`src/rtl/mem_arbiter_if.sv`:
```
// mem_arbiter_if: memory-port and requester handshake bundle for mem_arbiter.
// slave is the arbiter's view, master is the view of whoever drives the
// requests and models the RAM/IO pins.
interface mem_arbiter_if #(
   parameter int ADDR_WIDTH = 32
);
   logic [7:0]            mem_din;
   logic [7:0]            mem_dout;
   logic [ADDR_WIDTH-1:0] mem_a;
   logic                  mem_wr;

   logic                  if_req;
   logic [ADDR_WIDTH-1:0] if_addr;
   logic                  if_done;
   logic [31:0]           if_data;

   logic                  lsb_req;
   logic [3:0]            lsb_type;
   logic [ADDR_WIDTH-1:0] lsb_addr;
   logic [31:0]           lsb_wdata;
   logic                  lsb_done;
   logic [31:0]           lsb_rdata;

   modport slave (
      input  mem_din, if_req, if_addr, lsb_req, lsb_type, lsb_addr, lsb_wdata,
      output mem_dout, mem_a, mem_wr, if_done, if_data, lsb_done, lsb_rdata
   );

   modport master (
      output mem_din, if_req, if_addr, lsb_req, lsb_type, lsb_addr, lsb_wdata,
      input  mem_dout, mem_a, mem_wr, if_done, if_data, lsb_done, lsb_rdata
   );
endinterface

```
`src/rtl/mem_arbiter.sv`:
```
// mem_arbiter: shares the byte-wide RAM/IO port between the instruction
// fetcher and the load/store buffer. Every access is split into byte
// transfers; load results are assembled little-endian and extended.
// Build option: define MEM_ARB_FAIR_EN for round-robin grant; when it is
// undefined the LSB always wins a tie and no pointer register exists.
module mem_arbiter #(
   parameter int                    ADDR_WIDTH = 32,
   parameter logic [ADDR_WIDTH-1:0] IO_BASE    = ADDR_WIDTH'(32'h00030000)
) (
   input  logic         clk_in,
   input  logic         rst_in,
   input  logic         rdy_in,
   input  logic         flush,
   input  logic         io_buffer_full,
   mem_arbiter_if.slave bus
);

   typedef enum logic [1:0] {IDLE, RD, WR} state_t;

   state_t                state, state_nxt;
   logic [2:0]            cnt, cnt_nxt;
   logic [ADDR_WIDTH-1:0] base, base_nxt;
   logic [3:0]            kind, kind_nxt;
   logic [31:0]           wdata, wdata_nxt;
   logic [31:0]           data_buf, data_buf_nxt;
   logic                  src_lsb, src_lsb_nxt;

   logic [ADDR_WIDTH-1:0] a_nxt;
   logic [7:0]            dout_nxt;
   logic                  wr_nxt;
   logic                  if_done_nxt, lsb_done_nxt;
   logic [31:0]           if_data_nxt, lsb_rdata_nxt;

   logic [2:0]            len, cnt_inc;
   logic [ADDR_WIDTH-1:0] addr_inc, grant_addr;
   logic [31:0]           merged;
   logic                  if_ok, lsb_ok, grant_lsb;

   function automatic logic [2:0] size_bytes(input logic [3:0] t);
      case (t[1:0])
         2'b00:   size_bytes = 3'd1;
         2'b01:   size_bytes = 3'd2;
         default: size_bytes = 3'd4;
      endcase
   endfunction

   function automatic logic is_io(input logic [ADDR_WIDTH-1:0] a);
      is_io = (a >= IO_BASE);
   endfunction

   function automatic logic [7:0] byte_sel(input logic [31:0] w, input logic [1:0] k);
      case (k)
         2'd0:    byte_sel = w[7:0];
         2'd1:    byte_sel = w[15:8];
         2'd2:    byte_sel = w[23:16];
         default: byte_sel = w[31:24];
      endcase
   endfunction

   // pos is the byte counter, which runs one ahead of the byte on mem_din
   function automatic logic [31:0] merge_byte(input logic [31:0] b, input logic [7:0] d,
                                              input logic [2:0] pos);
      merge_byte = b;
      case (pos)
         3'd1:    merge_byte[7:0]   = d;
         3'd2:    merge_byte[15:8]  = d;
         3'd3:    merge_byte[23:16] = d;
         3'd4:    merge_byte[31:24] = d;
         default: ;
      endcase
   endfunction

   function automatic logic [31:0] extend(input logic [31:0] raw, input logic [3:0] t);
      case (t[1:0])
         2'b00:   extend = t[2] ? {24'd0, raw[7:0]}  : {{24{raw[7]}}, raw[7:0]};
         2'b01:   extend = t[2] ? {16'd0, raw[15:0]} : {{16{raw[15]}}, raw[15:0]};
         default: extend = raw;
      endcase
   endfunction

   assign len        = size_bytes(kind);
   assign cnt_inc    = cnt + 3'd1;
   assign addr_inc   = base + ADDR_WIDTH'(cnt_inc);
   assign merged     = merge_byte(data_buf, bus.mem_din, cnt);
   // a side whose done pulse is showing is still holding req; do not regrant it
   assign if_ok      = bus.if_req && !bus.if_done && !flush;
   assign lsb_ok     = bus.lsb_req && !bus.lsb_done && !(flush && bus.lsb_type[3]);
   assign grant_addr = grant_lsb ? bus.lsb_addr : bus.if_addr;

`ifdef MEM_ARB_FAIR_EN
   logic ptr_lsb, ptr_nxt;

   assign grant_lsb = lsb_ok && (!if_ok || ptr_lsb);
   assign ptr_nxt   = (state == IDLE && rdy_in && (if_ok || lsb_ok)) ? !grant_lsb : ptr_lsb;

   // round-robin pointer: names the side that wins the next tie
   always_ff @(posedge clk_in or posedge rst_in) begin
      if (rst_in) ptr_lsb <= 1'b1;
      else        ptr_lsb <= ptr_nxt;
   end
`else
   assign grant_lsb = lsb_ok;
`endif

   // next-state and next-output decode for the byte sequencer
   always_comb begin
      state_nxt     = state;
      cnt_nxt       = cnt;
      base_nxt      = base;
      kind_nxt      = kind;
      wdata_nxt     = wdata;
      data_buf_nxt  = data_buf;
      src_lsb_nxt   = src_lsb;
      a_nxt         = bus.mem_a;
      dout_nxt      = bus.mem_dout;
      wr_nxt        = 1'b0;
      if_done_nxt   = 1'b0;
      lsb_done_nxt  = 1'b0;
      if_data_nxt   = bus.if_data;
      lsb_rdata_nxt = bus.lsb_rdata;
      if (!rdy_in) begin
         if_done_nxt  = bus.if_done;
         lsb_done_nxt = bus.lsb_done;
      end else begin
         case (state)
            IDLE: begin
               if (if_ok || lsb_ok) begin
                  src_lsb_nxt  = grant_lsb;
                  base_nxt     = grant_addr;
                  kind_nxt     = grant_lsb ? bus.lsb_type : 4'b1010;
                  wdata_nxt    = bus.lsb_wdata;
                  cnt_nxt      = 3'd0;
                  data_buf_nxt = 32'd0;
                  a_nxt        = grant_addr;
                  if (grant_lsb && !bus.lsb_type[3]) begin
                     state_nxt = WR;
                     dout_nxt  = bus.lsb_wdata[7:0];
                     wr_nxt    = !(is_io(bus.lsb_addr) && io_buffer_full);
                  end else begin
                     state_nxt = RD;
                  end
               end
            end
            RD: begin
               if (flush) begin
                  state_nxt = IDLE;
                  cnt_nxt   = 3'd0;
               end else begin
                  if (cnt != 3'd0) data_buf_nxt = merged;
                  if (cnt_inc < len) a_nxt = addr_inc;
                  if (cnt == len) begin
                     state_nxt = IDLE;
                     cnt_nxt   = 3'd0;
                     if (src_lsb) begin
                        lsb_done_nxt  = 1'b1;
                        lsb_rdata_nxt = extend(merged, kind);
                     end else begin
                        if_done_nxt = 1'b1;
                        if_data_nxt = merged;
                     end
                  end else begin
                     cnt_nxt = cnt_inc;
                  end
               end
            end
            WR: begin
               // mem_wr high means the byte on the pins was taken this cycle
               if (bus.mem_wr) begin
                  if (cnt_inc == len) begin
                     state_nxt    = IDLE;
                     cnt_nxt      = 3'd0;
                     lsb_done_nxt = 1'b1;
                  end else begin
                     cnt_nxt  = cnt_inc;
                     a_nxt    = addr_inc;
                     dout_nxt = byte_sel(wdata, cnt_inc[1:0]);
                     wr_nxt   = !(is_io(addr_inc) && io_buffer_full);
                  end
               end else begin
                  wr_nxt = !(is_io(bus.mem_a) && io_buffer_full);
               end
            end
            default: state_nxt = IDLE;
         endcase
      end
   end

   // state, transaction context and registered outputs
   always_ff @(posedge clk_in or posedge rst_in) begin
      if (rst_in) begin
         state         <= IDLE;
         cnt           <= 3'd0;
         base          <= '0;
         kind          <= 4'd0;
         wdata         <= 32'd0;
         data_buf      <= 32'd0;
         src_lsb       <= 1'b0;
         bus.mem_a     <= '0;
         bus.mem_dout  <= 8'd0;
         bus.mem_wr    <= 1'b0;
         bus.if_done   <= 1'b0;
         bus.if_data   <= 32'd0;
         bus.lsb_done  <= 1'b0;
         bus.lsb_rdata <= 32'd0;
      end else begin
         state         <= state_nxt;
         cnt           <= cnt_nxt;
         base          <= base_nxt;
         kind          <= kind_nxt;
         wdata         <= wdata_nxt;
         data_buf      <= data_buf_nxt;
         src_lsb       <= src_lsb_nxt;
         bus.mem_a     <= a_nxt;
         bus.mem_dout  <= dout_nxt;
         bus.mem_wr    <= wr_nxt;
         bus.if_done   <= if_done_nxt;
         bus.if_data   <= if_data_nxt;
         bus.lsb_done  <= lsb_done_nxt;
         bus.lsb_rdata <= lsb_rdata_nxt;
      end
   end

endmodule

```
`src/flat_wrapper.sv`:
```
// flat-port wrapper written by rule: the top's interface ports become plain ports
module mem_arbiter_flat 
#(
   parameter int                    ADDR_WIDTH = 32,
   parameter logic [ADDR_WIDTH-1:0] IO_BASE    = ADDR_WIDTH'(32'h00030000)
)
  (clk_in, rst_in, rdy_in, flush, io_buffer_full, bus_mem_din, bus_if_req, bus_if_addr, bus_lsb_req, bus_lsb_type, bus_lsb_addr, bus_lsb_wdata, bus_mem_dout, bus_mem_a, bus_mem_wr, bus_if_done, bus_if_data, bus_lsb_done, bus_lsb_rdata);
  mem_arbiter_if #(.ADDR_WIDTH(ADDR_WIDTH)) bus_i ();
  input  logic clk_in;
  input  logic rst_in;
  input  logic rdy_in;
  input  logic flush;
  input  logic io_buffer_full;
  input wire logic [$bits(bus_i.mem_din)-1:0] bus_mem_din;
  input wire logic [$bits(bus_i.if_req)-1:0] bus_if_req;
  input wire logic [$bits(bus_i.if_addr)-1:0] bus_if_addr;
  input wire logic [$bits(bus_i.lsb_req)-1:0] bus_lsb_req;
  input wire logic [$bits(bus_i.lsb_type)-1:0] bus_lsb_type;
  input wire logic [$bits(bus_i.lsb_addr)-1:0] bus_lsb_addr;
  input wire logic [$bits(bus_i.lsb_wdata)-1:0] bus_lsb_wdata;
  output wire logic [$bits(bus_i.mem_dout)-1:0] bus_mem_dout;
  output wire logic [$bits(bus_i.mem_a)-1:0] bus_mem_a;
  output wire logic [$bits(bus_i.mem_wr)-1:0] bus_mem_wr;
  output wire logic [$bits(bus_i.if_done)-1:0] bus_if_done;
  output wire logic [$bits(bus_i.if_data)-1:0] bus_if_data;
  output wire logic [$bits(bus_i.lsb_done)-1:0] bus_lsb_done;
  output wire logic [$bits(bus_i.lsb_rdata)-1:0] bus_lsb_rdata;
  assign bus_i.mem_din = bus_mem_din;
  assign bus_i.if_req = bus_if_req;
  assign bus_i.if_addr = bus_if_addr;
  assign bus_i.lsb_req = bus_lsb_req;
  assign bus_i.lsb_type = bus_lsb_type;
  assign bus_i.lsb_addr = bus_lsb_addr;
  assign bus_i.lsb_wdata = bus_lsb_wdata;
  assign bus_mem_dout = bus_i.mem_dout;
  assign bus_mem_a = bus_i.mem_a;
  assign bus_mem_wr = bus_i.mem_wr;
  assign bus_if_done = bus_i.if_done;
  assign bus_if_data = bus_i.if_data;
  assign bus_lsb_done = bus_i.lsb_done;
  assign bus_lsb_rdata = bus_i.lsb_rdata;
  mem_arbiter #(.ADDR_WIDTH(ADDR_WIDTH), .IO_BASE(IO_BASE)) u_core (.clk_in(clk_in), .rst_in(rst_in), .rdy_in(rdy_in), .flush(flush), .io_buffer_full(io_buffer_full), .bus(bus_i));
endmodule
```
`config.mk`:
```
export PLATFORM = sky130hd
export DESIGN_NAME = mem_arbiter_flat
export DESIGN_NICKNAME = d
export VERILOG_FILES = /design/src/rtl/mem_arbiter_if.sv /design/src/rtl/mem_arbiter.sv /design/src/flat_wrapper.sv
export SDC_FILE = /design/constraint.sdc
export NUM_CORES = 1
export LEC_CHECK = 0
export BUFFER_PORTS_ARGS = -buffer_cell sky130_fd_sc_hd__buf_2
export CORE_MARGIN = 2
export CORE_UTILIZATION = 38
export DETAILED_ROUTE_END_ITERATION = 8
export GPL_TIMING_DRIVEN = 0
export HOLD_SLACK_MARGIN = 0.12
export SLEW_MARGIN = 20
export SYNTH_ARGS = -nofsm -noshare
export SYNTH_HDL_FRONTEND = slang
export SYNTH_SLANG_ARGS = --single-unit
```
`constraint.sdc`:
```
create_clock -name clk_in -period 6.75 [get_ports clk_in]
set_input_delay 0.3375 -clock clk_in [delete_from_list [all_inputs] [get_ports clk_in]]
set_output_delay 0.3375 -clock clk_in [all_outputs]
set_load 0.01 [all_outputs]
```
==> flow_summary_export.csv <==
group,metric,value,unit
status,outcome,"complete, no violations",
timing,rsz0062_at_grt,"no",
floorplanning,die_w,170,um
floorplanning,die_y,170,um
timing,maxSlewViolCount,0,
power,powerDensity,410,nW/um^2
yosys,ys_types,55,
clock_tree,post_cts_resize_count,0,
cells_and_area,finalNonFillerCells,1635,
clock_tree,holdBufCountCts,37,
global_route,grt_busiest_layer,"met2",
yosys,ys_ff_latch,212,
global_route,use_met2,34.6,%
clock_tree,cts_tree,"built",
placement,gp_congestion,0.867,
yosys,avgSynthCellArea,10.6,um^2
global_route,use_met3,3.05,%
clock_tree,post-cts-setup-buffers,0,
global_route,grt_pass1_wl,47.1,mm
power,leakagePower,6.05,nW
yosys,yosysWarnings,0,
timing,fmax,252,MHz
detailed_routing,drc_errors,0,
timing,finalCriticalPeriod,3.97,ns
placement,place.port_buffers,221,
yosys,synthCells,991,
detailed_routing,post_drt_via_cell_ratio,5.25,
yosys,syn-num-nets,1124,
cells_and_area,final_common_cell,"buf_2",
floorplanning,dieArea,29000,um^2
power,finalPower,0.00542,W
detailed_routing,drt_first_iter_violations,600,
worst_hold_path,holdCritPathClass,"in -> reg",
cells_and_area,mostFrequentLayoutCells,"237 x buf_2, 212 x dfrtp_1, 116 x mux2_2, 108 x nand2_1, 93 x nor2_1",
power,vdd_drop_max,172,uV
critical_path,crit_arrival,4.38,ns
global_route,antenna_found_initial,2,
global_route,track_usage,20.6,%
clock_tree,clock_latency,0.51,ns
detailed_routing,dr.pass1.iters,5,
critical_path,worstReg2RegStart,"u_core.cnt[0]$_DFFE_PP0P_",
yosys,synth_edf_count,0,
timing,finalSetupViolations,0,
yosys,postSynth.asyncResetShare,100,%
clock_tree,cts_buffers,24,
worst_hold_path,worstHoldStart,"bus_lsb_addr[11]",
floorplanning,core,27000,um^2
detailed_routing,dr_total_vias,8588,
timing,hold_viol,0,
timing,skew,0.00935,ns
detailed_routing,totalWireLength,29.9,mm
floorplanning,start_util,38.9,%
timing,maxSlewHeadroom,34.9,%
timing,fin_crit_sh,58.8,%
clock_tree,cts_max_level,1,
critical_path,cp-end-kind,"flop",
placement,hpwl,22.2,mm
global_route,grt_pass1_vias,8581,
cells_and_area,drive_gt1_share,30.9,%
clock_tree,clk_pin_slew,0.06,ns
critical_path,crit_path_start,"u_core.cnt[0]$_DFFE_PP0P_",
critical_path,path_class,"reg -> reg",
yosys,synth.cell_area,10500,um^2
clock_tree,cts_buffer_depth,3,
clock_tree,cts-root-buf,"clkbuf_16",
critical_path,worst_setup_path_start_kind,"flop",
clock_tree,cts_sinks,212,
global_route,grt_overflow,0,
critical_path,path_max_fanout,7,
timing,tightest_slew,0.974,ns
yosys,yosysSeqAreaShare,50.5,%
floorplanning,placementRows,60,
cells_and_area,area_growth,25.9,%
yosys,ys.flop_type,"dfrtp_1",
detailed_routing,wire_per_inst,18.3,um
floorplanning,boundaryPins,222,
critical_path,cp.required,7.16,ns
cells_and_area,finalNetCount,1410,
detailed_routing,antenna_left,0,
global_route,grt_max_degree,86,
placement,placed_cells,1555,
global_route,met1_usage,28.4,%
job,drv_cap,0,
[registers in the layout, summed over array words and instances, names as in the netlist]
signal                flops
u_core.src_lsb            1
u_core.bus.if_done        1
u_core.bus.mem_dout       8
u_core.cnt                3
u_core.data_buf          32
u_core.kind               3
u_core.wdata             32
u_core.base              32
u_core.bus.lsb_rdata     32
u_core.bus.mem_a         32
u_core.bus.if_data       32
u_core.bus.lsb_done       1
u_core.bus.mem_wr         1
u_core.state              2
[cell families (layout without fill, tap and decap cells)]
kind of cell | Yosys count | in the layout | share of synthesized area [%]
AND/OR/NAND/NOR | 279 | 279 | 12.2
flip-flops | 212 | 212 | 50.5
AO/OA/AOI/OAI | 210 | 210 | 12.3
multiplexers | 170 | 170 | 17.6
buffers and inverters | 73 | 375 | 2.87
XOR/XNOR | 29 | 29 | 2.42
adder cells (fa/ha/maj) | 18 | 18 | 2.22
other | 0 | 1 | 0
[cell usage after synthesis, drive strengths merged, types with 11 or more instances]
cell      n  area (um^2)
a22o     11         96.3
clkbuf   35          131
xor2     19          166
buf      21          106
ha       17          213
a21oi    84          420
dfrtp   212         5310
mux2i    54          541
inv      17         63.8
nor2     93          349
nand3    17         85.1
o21ai    52          260
mux2    116         1310
nand2   109          412
[power breakdown]
group          internal (W)  switching (W)  leakage (nW)
clock              0.000742       0.000506         0.372
sequential          0.00173       0.000348          2.66
combinational      0.000933        0.00117          3.02
total               0.00340        0.00202          6.05
[metal layers]
| metal | share of wire (%) | vias to the layer above |
|---|---|---|
| met5 | 0.043 | - |
| met4 | 1.7 | 2 |
| met3 | 5.6 | 39 |
| met2 | 47 | 252 |
| met1 | 45 | 4192 |
| li1 | - | 4103 |
[final timing paths]
kind	endpoint	slack [ns]	depth (start not counted)
setup / recovery	u_core.bus.mem_wr$_DFF_PP0_	2.78	11
hold / removal	u_core.base[11]$_DFFE_PP0P_	0.16	3
setup reg to reg	u_core.bus.mem_wr$_DFF_PP0_	2.78	11
hold reg to reg	u_core.bus.lsb_rdata[5]$_DFFE_PP0P_	0.47	2
max in group asynchronous	u_core.bus.if_data[18]$_DFFE_PP0P_	5.22	5
min in group asynchronous	u_core.wdata[14]$_DFFE_PP0P_	0.40	3
[critical path, stage by stage, from the launching register on]
cell and delay [ns]:
dfrtp_1 0.49, inv_1 0.17, ha_1 0.38, inv_1 0.10
fa_1 0.45, nand2b_1 0.25, a2111oi_1 0.93, nand3_1 0.19
xor2_1 0.27, and3_1 0.23, nand4_1 0.11, o41ai_2 0.31
[cell type report]
| type | instances | area (um^2) |
|---|---|---|
| Antenna cell | 1 | 2.50 |
| Tap cell | 341 | 427 |
| Timing Repair Buffer | 260 | 1530 |
| Clock inverter | 3 | 15.0 |
| Multi-Input combinational cell | 706 | 4900 |
| Sequential cell | 212 | 5310 |
| Clock buffer | 39 | 738 |
| Fill cell | 2523 | 13800 |
| Inverter | 17 | 71.3 |
| Buffer | 56 | 238 |
[per-stage QoR]
step	hold slack (ns)	setup WS, ns	setup TNS [ns]	util [%]	cell area [um^2]
2_1_floorplan	0.444	0.618	0	-	10500
5_1_grt	0.161	2.35	0	48.9	13200
4_1_cts	0.144	2.75	0	48.9	13200
6_report	0.157	2.78	0	48.9	13200
3_3_place_gp	0.456	-2.05	-430.57	44.5	12000
3_5_place_dp	0.389	2.77	0	44.8	12100
(Power assumes the default switching activity.)
